$ cat config.mk
export PLATFORM = sky130hd
export DESIGN_NAME = mem_port_arbiter
export DESIGN_NICKNAME = d
export VERILOG_FILES = /design/src/rtl/mem_port_arbiter.sv
export SDC_FILE = /design/constraint.sdc
export NUM_CORES = 1
export LEC_CHECK = 0
export CORE_MARGIN = 5
export CORE_UTILIZATION = 25
export CTS_BUF_LIST = sky130_fd_sc_hd__clkbuf_8
export DETAILED_ROUTE_END_ITERATION = 6
export PLACE_DENSITY = 0.89
export SYNTH_ARGS = -nofsm -noshare
export SYNTH_HDL_FRONTEND = slang
export SYNTH_SLANG_ARGS = --single-unit
$ cat constraint.sdc
create_clock -name clk -period 2.1 [get_ports clk]
set_clock_uncertainty 0.05 [all_clocks]
set_input_delay 0.42 -clock clk [delete_from_list [all_inputs] [get_ports clk]]
set_output_delay 0.42 -clock clk [all_outputs]
set_load 0.02 [all_outputs]
$ cat src/rtl/mem_port_arbiter.sv
// Three-way arbiter sharing a single-port, fixed-latency memory between datapath,
// fetch and loader; read data is steered back through a {valid,id} tag pipeline.
module mem_port_arbiter #(
    parameter int ADDR_W  = 16,
    parameter int DATA_W  = 16,
    parameter int MEM_LAT = 1,
    parameter int AGE_MAX = 4
) (
    input  logic              clk,
    input  logic              reset,

    input  logic              d_req,
    input  logic              d_we,
    input  logic [ADDR_W-1:0] d_addr,
    input  logic [DATA_W-1:0] d_wdata,
    output logic              d_gnt,
    output logic              d_rvalid,

    input  logic              f_req,
    input  logic [ADDR_W-1:0] f_addr,
    output logic              f_gnt,
    output logic              f_rvalid,

    input  logic              x_req,
    input  logic              x_we,
    input  logic [ADDR_W-1:0] x_addr,
    input  logic [DATA_W-1:0] x_wdata,
    output logic              x_gnt,
    output logic              x_rvalid,

    output logic [DATA_W-1:0] rdata,

    output logic              mem_en,
    output logic              mem_we,
    output logic [ADDR_W-1:0] mem_addr,
    output logic [DATA_W-1:0] mem_wdata,
    input  logic [DATA_W-1:0] mem_rdata
);

    typedef enum logic [1:0] {
        ID_NONE = 2'd0,
        ID_D    = 2'd1,
        ID_F    = 2'd2,
        ID_X    = 2'd3
    } reqId_t;

    localparam logic [3:0] AGE_LIM  = 4'(AGE_MAX);
    localparam int         TAG_BITS = MEM_LAT * 3;

    logic [3:0]               fAge;
    logic [3:0]               xAge;
    logic                     fAged;
    logic                     xAged;
    reqId_t                   winner;
    logic                     readGrant;
    logic [2:0]               newTag;
    logic [MEM_LAT-1:0][2:0]  tagPipe;
    logic [2:0]               lastTag;
    logic                     retValid;
    reqId_t                   retId;

    assign fAged = (fAge == AGE_LIM);
    assign xAged = (xAge == AGE_LIM);

    // Holding reset low suppresses every grant, which also zeroes the memory drive.
    always_comb begin
        winner = ID_NONE;
        if (reset) begin
            if (f_req && fAged)      winner = ID_F;
            else if (x_req && xAged) winner = ID_X;
            else if (d_req)          winner = ID_D;
            else if (f_req)          winner = ID_F;
            else if (x_req)          winner = ID_X;
        end
    end

    assign d_gnt = (winner == ID_D);
    assign f_gnt = (winner == ID_F);
    assign x_gnt = (winner == ID_X);

    always_comb begin
        mem_en    = 1'b0;
        mem_we    = 1'b0;
        mem_addr  = '0;
        mem_wdata = '0;
        case (winner)
            ID_D: begin
                mem_en    = 1'b1;
                mem_we    = d_we;
                mem_addr  = d_addr;
                mem_wdata = d_wdata;
            end
            ID_F: begin
                mem_en    = 1'b1;
                mem_addr  = f_addr;
            end
            ID_X: begin
                mem_en    = 1'b1;
                mem_we    = x_we;
                mem_addr  = x_addr;
                mem_wdata = x_wdata;
            end
            default: ;
        endcase
    end

    assign readGrant = mem_en && !mem_we;
    assign newTag    = {readGrant, winner};

    always_ff @(posedge clk) begin
        if (!reset) begin
            fAge    <= '0;
            xAge    <= '0;
            tagPipe <= '0;
        end else begin
            if (!f_req || f_gnt) fAge <= '0;
            else if (!fAged)     fAge <= fAge + 4'd1;

            if (!x_req || x_gnt) xAge <= '0;
            else if (!xAged)     xAge <= xAge + 4'd1;

            // Shift by concatenating the new tag below and dropping the oldest stage.
            tagPipe <= TAG_BITS'({tagPipe, newTag});
        end
    end

    assign lastTag  = tagPipe[MEM_LAT-1];
    assign retValid = lastTag[2] && reset;
    assign retId    = reqId_t'(lastTag[1:0]);

    assign d_rvalid = retValid && (retId == ID_D);
    assign f_rvalid = retValid && (retId == ID_F);
    assign x_rvalid = retValid && (retId == ID_X);
    assign rdata    = mem_rdata;

endmodule

==> run summary <==
Status - finished, violations left
Failing checks - negative setup slack
LEAKAGE - 1.30 nW
CTS tree - done
#FFs+latches synth - 11
Tot GR Track Use - 0.166
Io pins - 159
Sequential element share of the synthesized area - 0.163
N_diodes - 0
Pin count of the biggest net entering global routing - 18
Finished Cell Area - 3130 µm²
DR pass1 iterations - 4
Synth area leaders - dfxtp_1 (16%), mux2i_1 (13%), a22o_1 (11%)
Clock transition at path regs - 0.06 ns
Worst setup SP type - flip-flop
Final hold vios - 0
Die area - 6960 µm²
RSZ-0062 raised after global routing - true
Max VDD drop - 0.207 mV
Die height - 83.4 µm
Worst Setup End Kind - output port
Cell variety after synth - 32
GRT overflow - 0
PortBufs - 126
Hpwl dp - 4560 µm
Worst-Margin Slew - 0.329 ns
Post-Syn Nets - 267
Layout area overhead - 132%
Setup slack after layout - -0.332 ns
CP required - 1.63 ns
Crit path DAT - 1.96 ns
First-pass GRT wire length - 9520 µm
Vias per cell - 4.66
Min Tclk post-route - 2.43 ns
Setup violations, final - 36
Layout cell share with drive strength beyond 1 - 0.412
Min-delay worst type - flip-flop to flip-flop
Via count - 1761
Post-Layout Cell Count - 378
Gpl congestion - 0.773
Antenna violations before repair - 0
Synth Instances - 160
Residual DRC - 0
Cts hold-fix bufs - 0
Area leader, netlist - dfxtp_1
Slew headroom - 0.780
Setup TNS - -8.97 ns
Area of the mapped netlist - 1350 µm²
Max Clk Rate - 411 MHz
Core area - 5170 µm²
Avg WL per Cell - 16.2 µm
Yosys top cell area share - 0.163
Post-Place Cells - 360
Vias in the first global route - 1862
Longest Clk Path Bufs - 2
Synthesized area per cell - 8.42 µm²
Nets - 416
Hold_ws - 0.567 ns
Die W - 83.4 µm
Synth Warn # - 0
Max Cap Viol - 0
Pwr Density - 330 nW/µm²
Placement-stage cell area - 2790 µm²
Pre-CTS setup slack - -0.861 ns
DRT iter0 DRCs - 70
Clock sinks - 11
H-tree depth - 1
Fill cell count - 438
Row Count - 26
WS Path Type - flip-flop to output port
TritonCTS Buffers - 3
Tot Pwr - 1.03 mW
DRT antenna net count - 0
Clock Latency Late Sink - 0.25 ns
Final core occ - 0.604
Worst-path maximum fanout - 8
Tcrit/Tclk final - 1.16
Root buffer cell - clkbuf_8
Slew Limit Fails - 0
Starting Density - 0.261
Final wirelength - 6140 µm
path summary, 6_finish.rpt:
kind,from,to,slack [ns],depth (start not counted)
setup / recovery,xAge[0]$_SDFFE_PP0P_,mem_addr[11],-0.33,9
hold / removal,fAge[1]$_SDFFE_PP0P_,fAge[1]$_SDFFE_PP0P_,0.57,3
setup reg to reg,xAge[0]$_SDFFE_PP0P_,fAge[0]$_SDFFE_PP0P_,0.24,11
hold reg to reg,fAge[1]$_SDFFE_PP0P_,fAge[1]$_SDFFE_PP0P_,0.57,3
worst max-delay path, stage by stage, from the launching register on:
cell       delay [ns]
dfxtp_2          0.32
inv_2            0.06
ha_4             0.14
nand3b_4         0.11
buf_12           0.15
o22ai_4          0.22
clkbuf_16        0.22
mux2i_2          0.22
a21oi_1          0.09
buf_4            0.16
power breakdown:
group	total (mW)	internal, mW	switching (mW)	leakage, nW
clock network	0.222	0.129	0.0929	0.0269
logic	0.591	0.352	0.239	1.18
registers	0.220	0.216	0.00363	0.0916
layer usage:
layer | track usage | part of all wire | up-vias
met1 | 0.170 | 0.38 | 805
li1 | - | - | 875
met4 | 0.0351 | 0.015 | 0
met2 | 0.331 | 0.54 | 70
met5 | 0 | 0 | -
met3 | 0.0436 | 0.065 | 11
cell usage in the layout (no fill, tap or decap), types with 4 or more instances in the layout:
master           instances
o21ai_1                 13
buf_4                   36
inv_2                    4
a21oi_1                  7
a21oi_2                 13
inv_1                    5
dfxtp_1                  7
buf_6                   35
mux2i_2                  6
dfxtp_2                  4
nor2_1                  11
mux2i_1                  8
buf_12                   4
clkdlybuf4s50_1         82
a22o_1                  17
dlygate4sd2_1            7
nand3_1                  5
sequential cells by signal, summed over array words and instances (netlist names):
name / flops
lastTag: 3
xAge: 4
fAge: 4
layout make-up:
| cell class | instances | area, µm² | share of cell area |
|---|---|---|---|
| timing repair buffer | 169 | 1720 | 0.549 |
| multi-input combinational | 116 | 1020 | 0.327 |
| sequential | 11 | 225 | 0.0721 |
| tap | 70 | 87.6 | 0.0280 |
| clock buffer | 3 | 41.3 | 0.0132 |
| inverter | 8 | 30.0 | 0.00961 |
| clock inverter | 1 | 3.75 | 0.00120 |
logic make-up (layout without fill, tap and decap cells):
kind of cell	count (synthesis)	count (layout)	synth area share
AO/OA/AOI/OAI	62	62	0.354
XOR/XNOR	3	3	0.0195
adder cells (fa/ha/maj)	4	4	0.0371
buffers and inverters	33	181	0.168
flip-flops	11	11	0.163
multiplexers	17	17	0.126
AND/OR/NAND/NOR	30	30	0.132
timing repair:
item | CTS | global route
gates cloned | 4 | 0
setup endpoints to repair | 40 | 37
buffers inserted | 10 | 2
resized for setup | 242 | 18
pin swaps | 20 | 7
endpoints found under the hold margin | 0 | 0
cell usage after synthesis (all sizes together):
| cell | n |
|---|---|
| a221oi | 1 |
| and4b | 1 |
| o22ai | 1 |
| nand2b | 1 |
| a311oi | 1 |
| a21oi | 20 |
| ha | 4 |
| nand2 | 3 |
| nand3 | 5 |
| xnor2 | 3 |
| o21a | 1 |
| dfxtp | 11 |
| buf | 25 |
| o31ai | 1 |
| a22o | 17 |
| nor3 | 4 |
| o22a | 1 |
| o21ai | 18 |
| o2111ai | 1 |
| nor2b | 1 |
| mux2i | 17 |
| nand3b | 2 |
| inv | 8 |
| nor2 | 13 |
Power figures use the tool's default switching activity.
